## src/rtl/spi_logic_slave_pkg.sv

```systemverilog
// Shared SPI definitions: FSM states, SPI_CTRL bit positions and word-length decode.
// Used by both the SPI master and slave blocks.
package spi_pkg;

   typedef enum logic [1:0] {
      IDLE  = 2'd0,
      SHIFT = 2'd1,
      DONE  = 2'd2
   } spi_state_e;

   localparam int unsigned CTRL_EN        = 0;
   localparam int unsigned CTRL_CPHA      = 1;
   localparam int unsigned CTRL_CPOL      = 2;
   localparam int unsigned CTRL_LSB_FIRST = 3;
   localparam int unsigned CTRL_LEN_LO    = 4;
   localparam int unsigned CTRL_LEN_HI    = 5;
   localparam int unsigned CTRL_IRQ_EN    = 6;
   localparam int unsigned CTRL_IRQ_CLR   = 7;

   localparam logic [1:0] LEN_8  = 2'b00;
   localparam logic [1:0] LEN_16 = 2'b01;

   function automatic logic [6:0] len_bits(input logic [1:0] len);
      case (len)
         LEN_8:   return 7'd8;
         LEN_16:  return 7'd16;
         default: return 7'd32;
      endcase
   endfunction

endpackage

```

## src/rtl/spi_logic_slave_if.sv

```systemverilog
// CPU register bus plus SPI pins of the SPI slave, grouped for port connection.
interface spi_logic_slave_if #(
   parameter int unsigned DATA_W = 32
) ();

   logic [8:0]        SPI_CTRL;
   logic [DATA_W-1:0] SPI_DATA_OUT;
   logic [DATA_W-1:0] SPI_DATA_IN;
   logic              SPI_BUSY;
   logic              SPI_OVR;
   logic              IRQ_SPI;
   logic              SCK;
   logic              MOSI;
   logic              SS;
   logic              MISO;
   logic              MISO_OE;

   modport slave (
      input  SPI_CTRL, SPI_DATA_OUT, SCK, MOSI, SS,
      output SPI_DATA_IN, SPI_BUSY, SPI_OVR, IRQ_SPI, MISO, MISO_OE
   );

   modport master (
      output SPI_CTRL, SPI_DATA_OUT, SCK, MOSI, SS,
      input  SPI_DATA_IN, SPI_BUSY, SPI_OVR, IRQ_SPI, MISO, MISO_OE
   );

endinterface

```

## src/rtl/spi_logic_slave_sync_edge.sv

```systemverilog
// Multi-flop synchronizer with a one-cycle toggle pulse; direction is read from o_q.
module spi_sync_edge #(
   parameter int unsigned SYNC_STAGES = 2,
   parameter logic        RST_VAL     = 1'b0
) (
   input  logic clk,
   input  logic rst_n,
   input  logic i_d,
   output logic o_q,
   output logic o_edge
);

   logic [SYNC_STAGES-1:0] r_sync;
   logic                   r_prev;

   always_ff @(posedge clk or negedge rst_n) begin
      if (!rst_n) begin
         r_sync <= {SYNC_STAGES{RST_VAL}};
         r_prev <= RST_VAL;
      end else begin
         r_sync <= {r_sync[SYNC_STAGES-2:0], i_d};
         r_prev <= r_sync[SYNC_STAGES-1];
      end
   end

   assign o_q    = r_sync[SYNC_STAGES-1];
   assign o_edge = r_sync[SYNC_STAGES-1] ^ r_prev;

endmodule

```

## src/rtl/spi_logic_slave.sv

```systemverilog
// SPI slave: oversampled SCK/SS/MOSI, all CPOL/CPHA modes, 8/16/32-bit words,
// received word and sticky IRQ/overrun flags presented on the CPU register bus.
module spi_logic_slave
   import spi_pkg::*;
#(
   parameter int unsigned DATA_W      = 32,
   parameter int unsigned SYNC_STAGES = 2
) (
   input logic               clk_cpu,
   input logic               rst,
   spi_logic_slave_if.slave  bus
);

   localparam logic [6:0] DW = 7'(DATA_W);

   spi_state_e        r_state, w_state_nxt;
   logic [DATA_W-1:0] r_tx, r_rx, r_data_in;
   logic [6:0]        r_bit_cnt, r_len;
   logic              r_cpha, r_cpol, r_lsb, r_miso, r_irq, r_ovr;
   logic [SYNC_STAGES-1:0] r_mosi_sync;

   logic w_sck_q, w_sck_edge, w_ss_q, w_ss_edge, w_ss_fall;
   logic w_lead, w_trail, w_sample, w_advance, w_load, w_done;
   logic w_en, w_ld_cpha, w_ld_lsb, w_mosi;
   logic [6:0] w_ld_len;
   logic [DATA_W-1:0] w_rx_word;

   function automatic logic f_head(input logic [DATA_W-1:0] x, input logic [6:0] len,
                                   input logic lsb);
      logic [DATA_W-1:0] t;
      t = x >> (len - 7'd1);
      return lsb ? x[0] : t[0];
   endfunction

   function automatic logic [DATA_W-1:0] f_shift(input logic [DATA_W-1:0] x, input logic lsb);
      return lsb ? (x >> 1) : (x << 1);
   endfunction

   spi_sync_edge #(.SYNC_STAGES(SYNC_STAGES), .RST_VAL(1'b0)) u_sck_sync (
      .clk(clk_cpu), .rst_n(rst), .i_d(bus.SCK), .o_q(w_sck_q), .o_edge(w_sck_edge)
   );

   // SS resets high so MISO_OE is low throughout reset.
   spi_sync_edge #(.SYNC_STAGES(SYNC_STAGES), .RST_VAL(1'b1)) u_ss_sync (
      .clk(clk_cpu), .rst_n(rst), .i_d(bus.SS), .o_q(w_ss_q), .o_edge(w_ss_edge)
   );

   always_ff @(posedge clk_cpu or negedge rst) begin
      if (!rst) r_mosi_sync <= '0;
      else      r_mosi_sync <= {r_mosi_sync[SYNC_STAGES-2:0], bus.MOSI};
   end

   assign w_mosi    = r_mosi_sync[SYNC_STAGES-1];
   assign w_en      = bus.SPI_CTRL[CTRL_EN];
   assign w_ss_fall = w_ss_edge & ~w_ss_q;
   assign w_lead    = w_sck_edge & (w_sck_q != r_cpol);
   assign w_trail   = w_sck_edge & (w_sck_q == r_cpol);
   assign w_ld_cpha = bus.SPI_CTRL[CTRL_CPHA];
   assign w_ld_lsb  = bus.SPI_CTRL[CTRL_LSB_FIRST];
   assign w_ld_len  = len_bits(bus.SPI_CTRL[CTRL_LEN_HI:CTRL_LEN_LO]);
   assign w_rx_word = r_lsb ? (r_rx >> (DW - r_len)) : r_rx;

   always_ff @(posedge clk_cpu or negedge rst) begin
      if (!rst) r_state <= IDLE;
      else      r_state <= w_state_nxt;
   end

   always_comb begin
      w_state_nxt = r_state;
      unique case (r_state)
         IDLE:    if (w_en && w_ss_fall) w_state_nxt = SHIFT;
         SHIFT: begin
            if (!w_en || w_ss_q)
               w_state_nxt = IDLE;
            else if (w_sample && (r_bit_cnt == r_len - 7'd1))
               w_state_nxt = DONE;
         end
         DONE:    w_state_nxt = w_ss_q ? IDLE : SHIFT;
         default: w_state_nxt = IDLE;
      endcase
   end

   // In CPHA=0 the trailing edge of the previous word's last bit arrives after the
   // reload; bit_cnt==0 marks it as stale so bit 0 of the new word is not skipped.
   always_comb begin
      w_sample  = 1'b0;
      w_advance = 1'b0;
      w_load    = 1'b0;
      w_done    = 1'b0;
      unique case (r_state)
         IDLE:  w_load = (w_state_nxt == SHIFT);
         SHIFT: begin
            w_sample  = r_cpha ? w_trail : w_lead;
            w_advance = r_cpha ? w_lead : (w_trail && (r_bit_cnt != 7'd0));
         end
         DONE: begin
            w_done = 1'b1;
            w_load = 1'b1;
         end
         default: ;
      endcase
   end

   always_ff @(posedge clk_cpu or negedge rst) begin
      if (!rst) begin
         r_tx      <= '0;
         r_rx      <= '0;
         r_bit_cnt <= '0;
         r_len     <= 7'd8;
         r_cpha    <= 1'b0;
         r_cpol    <= 1'b0;
         r_lsb     <= 1'b0;
         r_miso    <= 1'b0;
      end else if (w_load) begin
         r_cpha    <= w_ld_cpha;
         r_cpol    <= bus.SPI_CTRL[CTRL_CPOL];
         r_lsb     <= w_ld_lsb;
         r_len     <= w_ld_len;
         r_bit_cnt <= '0;
         r_rx      <= '0;
         if (!w_ld_cpha) begin
            r_miso <= f_head(bus.SPI_DATA_OUT, w_ld_len, w_ld_lsb);
            r_tx   <= f_shift(bus.SPI_DATA_OUT, w_ld_lsb);
         end else begin
            r_miso <= 1'b0;
            r_tx   <= bus.SPI_DATA_OUT;
         end
      end else begin
         if (w_sample) begin
            r_rx      <= r_lsb ? {w_mosi, r_rx[DATA_W-1:1]} : {r_rx[DATA_W-2:0], w_mosi};
            r_bit_cnt <= r_bit_cnt + 7'd1;
         end
         if (w_advance) begin
            r_miso <= f_head(r_tx, r_len, r_lsb);
            r_tx   <= f_shift(r_tx, r_lsb);
         end
      end
   end

   always_ff @(posedge clk_cpu or negedge rst) begin
      if (!rst) begin
         r_data_in <= '0;
         r_irq     <= 1'b0;
         r_ovr     <= 1'b0;
      end else begin
         if (w_done) r_data_in <= w_rx_word;
         if (bus.SPI_CTRL[CTRL_IRQ_CLR]) begin
            r_irq <= 1'b0;
            r_ovr <= 1'b0;
         end else if (w_done) begin
            if (r_irq) r_ovr <= 1'b1;
            r_irq <= bus.SPI_CTRL[CTRL_IRQ_EN];
         end
      end
   end

   assign bus.SPI_DATA_IN = r_data_in;
   assign bus.SPI_BUSY    = (r_state != IDLE);
   assign bus.SPI_OVR     = r_ovr;
   assign bus.IRQ_SPI     = r_irq;
   assign bus.MISO_OE     = w_en & ~w_ss_q;
   assign bus.MISO        = bus.MISO_OE & r_miso;

endmodule

```

## src/flat_wrapper.sv

```systemverilog
// flat-port wrapper written by rule: the top's interface ports become plain ports
module spi_logic_slave_flat import spi_pkg::*;
#(
   parameter int unsigned DATA_W      = 32,
   parameter int unsigned SYNC_STAGES = 2
)
  (clk_cpu, rst, bus_SPI_CTRL, bus_SPI_DATA_OUT, bus_SCK, bus_MOSI, bus_SS, bus_SPI_DATA_IN, bus_SPI_BUSY, bus_SPI_OVR, bus_IRQ_SPI, bus_MISO, bus_MISO_OE);
  spi_logic_slave_if #(.DATA_W(DATA_W)) bus_i ();
  input logic clk_cpu;
  input logic rst;
  input wire logic [$bits(bus_i.SPI_CTRL)-1:0] bus_SPI_CTRL;
  input wire logic [$bits(bus_i.SPI_DATA_OUT)-1:0] bus_SPI_DATA_OUT;
  input wire logic [$bits(bus_i.SCK)-1:0] bus_SCK;
  input wire logic [$bits(bus_i.MOSI)-1:0] bus_MOSI;
  input wire logic [$bits(bus_i.SS)-1:0] bus_SS;
  output wire logic [$bits(bus_i.SPI_DATA_IN)-1:0] bus_SPI_DATA_IN;
  output wire logic [$bits(bus_i.SPI_BUSY)-1:0] bus_SPI_BUSY;
  output wire logic [$bits(bus_i.SPI_OVR)-1:0] bus_SPI_OVR;
  output wire logic [$bits(bus_i.IRQ_SPI)-1:0] bus_IRQ_SPI;
  output wire logic [$bits(bus_i.MISO)-1:0] bus_MISO;
  output wire logic [$bits(bus_i.MISO_OE)-1:0] bus_MISO_OE;
  assign bus_i.SPI_CTRL = bus_SPI_CTRL;
  assign bus_i.SPI_DATA_OUT = bus_SPI_DATA_OUT;
  assign bus_i.SCK = bus_SCK;
  assign bus_i.MOSI = bus_MOSI;
  assign bus_i.SS = bus_SS;
  assign bus_SPI_DATA_IN = bus_i.SPI_DATA_IN;
  assign bus_SPI_BUSY = bus_i.SPI_BUSY;
  assign bus_SPI_OVR = bus_i.SPI_OVR;
  assign bus_IRQ_SPI = bus_i.IRQ_SPI;
  assign bus_MISO = bus_i.MISO;
  assign bus_MISO_OE = bus_i.MISO_OE;
  spi_logic_slave #(.DATA_W(DATA_W), .SYNC_STAGES(SYNC_STAGES)) u_core (.clk_cpu(clk_cpu), .rst(rst), .bus(bus_i));
endmodule
```

## config.mk

```make
export PLATFORM = sky130hd
export DESIGN_NAME = spi_logic_slave_flat
export DESIGN_NICKNAME = d
export VERILOG_FILES = /design/src/rtl/spi_logic_slave_pkg.sv /design/src/rtl/spi_logic_slave_if.sv /design/src/rtl/spi_logic_slave_sync_edge.sv /design/src/rtl/spi_logic_slave.sv /design/src/flat_wrapper.sv
export SDC_FILE = /design/constraint.sdc
export NUM_CORES = 1
export LEC_CHECK = 0
export ABC_AREA = 1
export CAP_MARGIN = 20
export CORE_MARGIN = 3
export CORE_UTILIZATION = 35
export CTS_CLUSTER_DIAMETER = 100
export DETAILED_ROUTE_END_ITERATION = 8
export GPL_TIMING_DRIVEN = 1
export REMOVE_ABC_BUFFERS = 1
export SLEW_MARGIN = 20
export SYNTH_ARGS = -nofsm -noshare
export SYNTH_HDL_FRONTEND = slang
export SYNTH_SLANG_ARGS = --single-unit
```

## constraint.sdc

```tcl
create_clock -name clk_cpu -period 5.9 [get_ports clk_cpu]
set_input_delay 1.77 -clock clk_cpu [delete_from_list [all_inputs] [get_ports clk_cpu]]
set_output_delay 1.77 -clock clk_cpu [all_outputs]
set_load 0.02 [all_outputs]
```

==> results.yml, run 1 <==
power:
  p_leak_nw: 4.159
  power_density_nw_per_um2: 353.8
  power_mw: 3.198
  ir_worst_vdd_v: 0.0001598
synth:
  synthTopCellsByCount: "nand2_1, dfrtp_1, nand3_1"
  synth_seq_cells: 122
  ys.flop_type: "dfrtp_1"
  synth_area_per_cell_sq_um: 6.895
  ys_async_sr_fraction: 1.000
  synth_top_area_share: 0.3879
  synth_area_leaders: "dfrtp_1, nand2_1, nand3_1, o21ai_0, nor2_1"
  synth.most_common_cell: "nand2_1"
  yosysWarnings: 0
  yosysSeqAreaShare: 0.4017
  syn_area_sq_um: 7612
  synth_cell_types: 34
  syn-instance-count: 1104
  synth_edf_count: 0
  post-synth-top-area-cell: "dfrtp_1"
clock_tree:
  hold_buffers: 0
  cts_buffers: 17
  clkSinkCount: 122
  cts_root_buf: "clkbuf_16"
  cts_buffer_depth: 2
  post_cts_resized: 0
  post-cts-setup-buffer-count: 0
  cts_tree: "done"
  htreeDepth: 4
  clock_latency_ns: 0.42
  path_clk_slew_ns: 0.05
routing:
  routed_via_density: 4.991
  vias: 7157
  ant_nets: 0
  dr.pass1.iters: 4
  first_iter_violations: 602
  wl_per_cell_um: 14.13
  wirelength_um: 20270
  post-route-drc-count: 0
worst_hold_path:
  holdCritPathClass: "register to register"
  hold_depth: 0
floorplanning:
  ios: 83
  initial_core_util: 0.3587
  row_count: 53
  fp.dieH_um: 153.5
  floorplan.die_area_sq_um: 23550
  die-width_um: 153.5
  design.core.area_sq_um: 21220
timing:
  final-setup-viol-count: 0
  max_freq_mhz: 204.1
  slew_headroom: 0.4131
  hold_slack_ns: 0.3465
  finalCriticalPeriod_ns: 4.901
  hold_viol_final: 0
  fin_skew_ns: 0.009401
  rsz0062_at_grt: "no"
  drv_slew: 0
  final.setup.tns_ns: 0
  worstMarginPinSlew_ns: 0.8783
  fin_crit_sh: 0.8306
global_routing:
  grt_max_degree: 95
  grt_pass1_wl_um: 34010
  antenna_found_initial: 0
  grt_overflow: 0
  grt_usage: 0.1734
  grt_pass1_vias: 6535
finish:
  antenna_cells: 0
  area_growth_pct: 18.72
  seq_area_sq_um: 3062
  multi_input_area_sq_um: 3899
  fillers: 2217
  drive_gt1_frac: 0.05695
  nets: 1196
job:
  max-cap-violations: 0
critical_path:
  end_kind: "output pin"
  setup.worst_path.start_class: "input pin"
  reg2regPathDepth: 11
  crit_required_ns: 4.13
  worstPathMaxFanout: 3
  path_class: "input pin to output pin"
  worstPathArrival_ns: 3.13
placed_design:
  gp_congestion: 0.8414
  io_buffer_count: 81
  dp_hpwl_um: 13290
outcome:
  outcome: "complete, no violations"
-- per-stage QoR --
step	utilization	cell area, sq um	instances	setup WS [ns]
after floorplan	-	7221	1037	1.569
after global placement	0.3982	8451	1402	0.9937
after detailed placement	0.3982	8451	1402	0.9897
after CTS	0.4259	9037	1434	0.9819
after global routing	0.4259	9037	1434	0.9135
final	0.4259	9037	1434	0.9995
-- final timing paths --
path	startpoint	end	slack, ns
max	bus_SPI_CTRL[0]	bus_MISO	1.0
max in group asynchronous	rst	u_core.r_lsb	3.47
min reg2reg	u_core.u_sck_sync.r_sync[0]	u_core.u_sck_sync.r_sync[1]	0.35
max reg2reg	u_core.r_len[3]	u_core.bus.SPI_DATA_IN[8]	2.81
min in group asynchronous	rst	u_core.bus.SPI_DATA_IN[18]	1.40
min	u_core.u_sck_sync.r_sync[0]	u_core.u_sck_sync.r_sync[1]	0.35
-- layout by cell type, fill, tap and decap left out, types with 11 or more instances in the layout --
cell type | synthesis | final
dfrtp_1 | 118 | 117
nand3_1 | 98 | 98
o21ai_0 | 92 | 92
clkdlybuf4s50_1 | 0 | 80
mux2i_1 | 29 | 29
a21oi_1 | 42 | 42
o211ai_1 | 11 | 11
nand2_1 | 403 | 402
clkbuf_16 | 0 | 17
nor2_1 | 94 | 94
inv_1 | 64 | 64
o21ai_1 | 35 | 34
-- per-layer routing --
metal,global-route usage,share of wire,up-vias
met5,0,0,-
met2,0.2656,0.45,202
li1,-,-,3642
met1,0.2509,0.48,3292
met4,0.03785,0.012,0
met3,0.04077,0.057,21
-- logic make-up (layout without fill, tap and decap cells) --
family	count (synthesis)	in the layout	share of synthesized area
and+or+nand+nor	621	621	0.3340
AOI/OAI and AO/OA	185	185	0.1280
buffers and inverters	139	194	0.08695
DFF	122	122	0.4017
muxes	29	29	0.03813
adders and majority gates	4	4	0.006575
xor gates and xnor gates	4	4	0.004603
-- final cells by class --
cell class | count | share of cell area
Multi-Input combinational cell | 843 | 0.4314
Sequential cell | 122 | 0.3388
Timing Repair Buffer | 90 | 0.09691
Clock buffer | 25 | 0.05482
Tap cell | 275 | 0.03807
Inverter | 72 | 0.02990
Clock inverter | 7 | 0.01011
-- worst max-delay path: stages --
cell             delay, ns
clkdlybuf4s50_1       0.45
inv_1                 0.06
nor2_4                0.10
inv_1                 0.06
nor2_1                0.08
clkdlybuf4s50_1       0.60
-- flip-flops by register name (all words and copies together) (netlist names), 2 cells and up --
signal,count
u_core.r_len,3
u_core.r_state,2
u_core.u_sck_sync.r_sync,2
u_core.r_mosi_sync,2
u_core.r_rx,32
u_core.bus.SPI_DATA_IN,32
u_core.r_tx,32
u_core.u_ss_sync.r_sync,2
u_core.r_bit_cnt,7
-- report_power, final --
group | internal, mW | switching, mW
Combinational | 0.361 | 0.552
Sequential | 1.04 | 0.210
Clock | 0.665 | 0.373
Power figures use the tool's default switching activity.
==> run 2: changes to the inputs <==
- clock period: 5.9 -> 4.03 ns (I/O delays scaled with it)
==> results.yml, run 2 (synthesized netlist as in run 1, its figures left out) <==
clock_tree:
  post-cts-setup-buffer-count: 0
  cts_buffer_depth: 2
  clock_latency_ns: 0.42
  post_cts_resized: 0
  cts_tree: "done"
  hold_buffers: 0
  clkSinkCount: 122
  htreeDepth: 4
  cts_buffers: 17
  path_clk_slew_ns: 0.06
  cts_root_buf: "clkbuf_16"
placed_design:
  io_buffer_count: 81
  placed_cell_area_sq_um: 8478
  gp_congestion: 0.8599
  dp_hpwl_um: 13500
timing:
  drv_slew: 0
  fin_skew_ns: 0.009767
  max_freq_mhz: 263.7
  fin_crit_sh: 0.9408
  rsz0062_at_grt: "no"
  worstMarginPinSlew_ns: 0.8768
  final-setup-viol-count: 0
  final.setup.tns_ns: 0
  finalCriticalPeriod_ns: 3.791
  slew_headroom: 0.4141
  hold_viol_final: 0
finish:
  nets: 1198
  drive_gt1_frac: 0.06202
  seq_area_sq_um: 3062
  multi_input_area_sq_um: 3899
  fillers: 2248
  layout_commonest_cell: "nand2_1"
  layout_common_cells: "nand2_1, dfrtp_1, nand3_1"
  area_growth_pct: 19.21
  antenna_cells: 0
  stdcell_area_sq_um: 9075
power:
  p_sw_mw: 1.692
  p_leak_nw: 4.158
  p_int_mw: 2.991
  p_comb_frac: 0.291
  switching_share: 0.3613
  pwr-share-seq: 0.384
  ir_worst_vdd_v: 0.0002399
  power_density_nw_per_um2: 516.1
  p_clk_frac: 0.325
critical_path:
  setup.worst_path.start_class: "input pin"
  worstPathArrival_ns: 2.58
  cpPeakStageDelay_ns: 0.61
  worstPathCellList: "clkdlybuf4s50_1 -> inv_1 -> nor2_4 -> inv_1 -> nor2_1 -> clkdlybuf4s50_1"
  timing.critical_path.from: "bus_SPI_CTRL[0]"
  r2r_slack_ns: 1.28
  worstPathMaxFanout: 3
  endpoint: "bus_MISO"
  crit_required_ns: 2.82
  reg2regPathDepth: 8
  r2r-start: "u_core.r_len[3]"
  crit_slowest_cell: "clkdlybuf4s50_1"
  path_class: "input pin to output pin"
  end_kind: "output pin"
  r2r_end: "u_core.bus.SPI_DATA_IN[6]"
global_routing:
  grt_max_degree: 95
  grt_overflow: 0
  antenna_found_initial: 0
  grt_pass1_vias: 6693
  grt_usage: 0.1754
  grt_pass1_wl_um: 34310
floorplanning:
  die-width_um: 153.5
  fp.dieH_um: 153.5
  initial_core_util: 0.3587
  floorplan.die_area_sq_um: 23550
  row_count: 53
  design.core.area_sq_um: 21220
  ios: 83
routing:
  post-route-drc-count: 0
  vias: 7119
  wl_per_cell_um: 13.96
  dr.pass1.iters: 5
  routed_via_density: 4.958
  first_iter_violations: 548
  wirelength_um: 20040
  ant_nets: 0
job:
  max-cap-violations: 0
outcome:
  outcome: "complete, no violations"
worst_hold_path:
  holdCritPathClass: "register to register"
-- run 2: cell count changes in the layout (fill, tap and decap cells not counted), moves of 2 or more --
cell        before  now
clkbuf_1         4    0
clkbuf_8         4    2
clkinv_2         3    1
clkinvlp_4       1    7
-- run 2: final cells by class --
cell class	instances	area share
clock inverters	13	0.01586
clock buffers	19	0.04991
flip-flops and latches	122	0.3374
well taps	275	0.03792
repair buffers	92	0.09955
inverters	72	0.02978
multi-input cells	843	0.4296
-- run 2: per-layer routing --
| layer | share of wire | vias to the layer above | routed length, um | global-route usage |
|---|---|---|---|---|
| met5 | 0 | - | 0 | 0 |
| met4 | 0.017 | 0 | 340 | 0.05677 |
| li1 | - | 3666 | - | - |
| met3 | 0.045 | 26 | 895 | 0.02916 |
| met1 | 0.49 | 3246 | 9740 | 0.2536 |
| met2 | 0.45 | 181 | 9063 | 0.2688 |
-- run 2: critical path, delay by kind of cell --
family | cells | cell delay, ns
and+or+nand+nor | 2 | 0.18
buffers and inverters | 4 | 1.18
-- run 2: how the worst min path moves through the flow --
stage	startpoint	end	slack, ns	cells after the start
floorplan	u_core.r_mosi_sync[0]	u_core.r_mosi_sync[1]	0.33	0
global placement	u_core.u_sck_sync.r_sync[0]	u_core.u_sck_sync.r_sync[1]	0.34	0
detailed placement	u_core.u_sck_sync.r_sync[0]	u_core.u_sck_sync.r_sync[1]	0.34	0
CTS	u_core.r_mosi_sync[0]	u_core.r_mosi_sync[1]	0.35	0
global route	u_core.r_mosi_sync[0]	u_core.r_mosi_sync[1]	0.35	0
finish	u_core.u_sck_sync.r_sync[0]	u_core.u_sck_sync.r_sync[1]	0.35	0
-- run 2: metrics by stage --
| step | utilization | setup WS (ns) | instances | hold slack [ns] | total power, mW |
|---|---|---|---|---|---|
| 3_5_place_dp | 0.3995 | 0.2254 | 1404 | 0.3396 | 3.176 |
| 2_1_floorplan | - | 0.2209 | 1037 | 0.3312 | 2.721 |
| 4_1_cts | 0.4277 | 0.2259 | 1436 | 0.3529 | 4.724 |
| 3_3_place_gp | 0.3995 | 0.2453 | 1404 | 0.3361 | 3.153 |
| 6_report | 0.4277 | 0.2385 | 1436 | 0.3493 | 4.684 |
| 5_1_grt | 0.4277 | 0.1673 | 1436 | 0.3541 | 5.030 |
-- run 2: power by group through the flow --
stage	Clock [mW]	Sequential, mW	Combinational (mW)
after floorplan	0	1.80	0.916
after global placement	0	1.81	1.34
after detailed placement	0	1.81	1.36
after CTS	1.56	1.80	1.37
after global routing	1.61	1.85	1.58
final	1.52	1.80	1.36
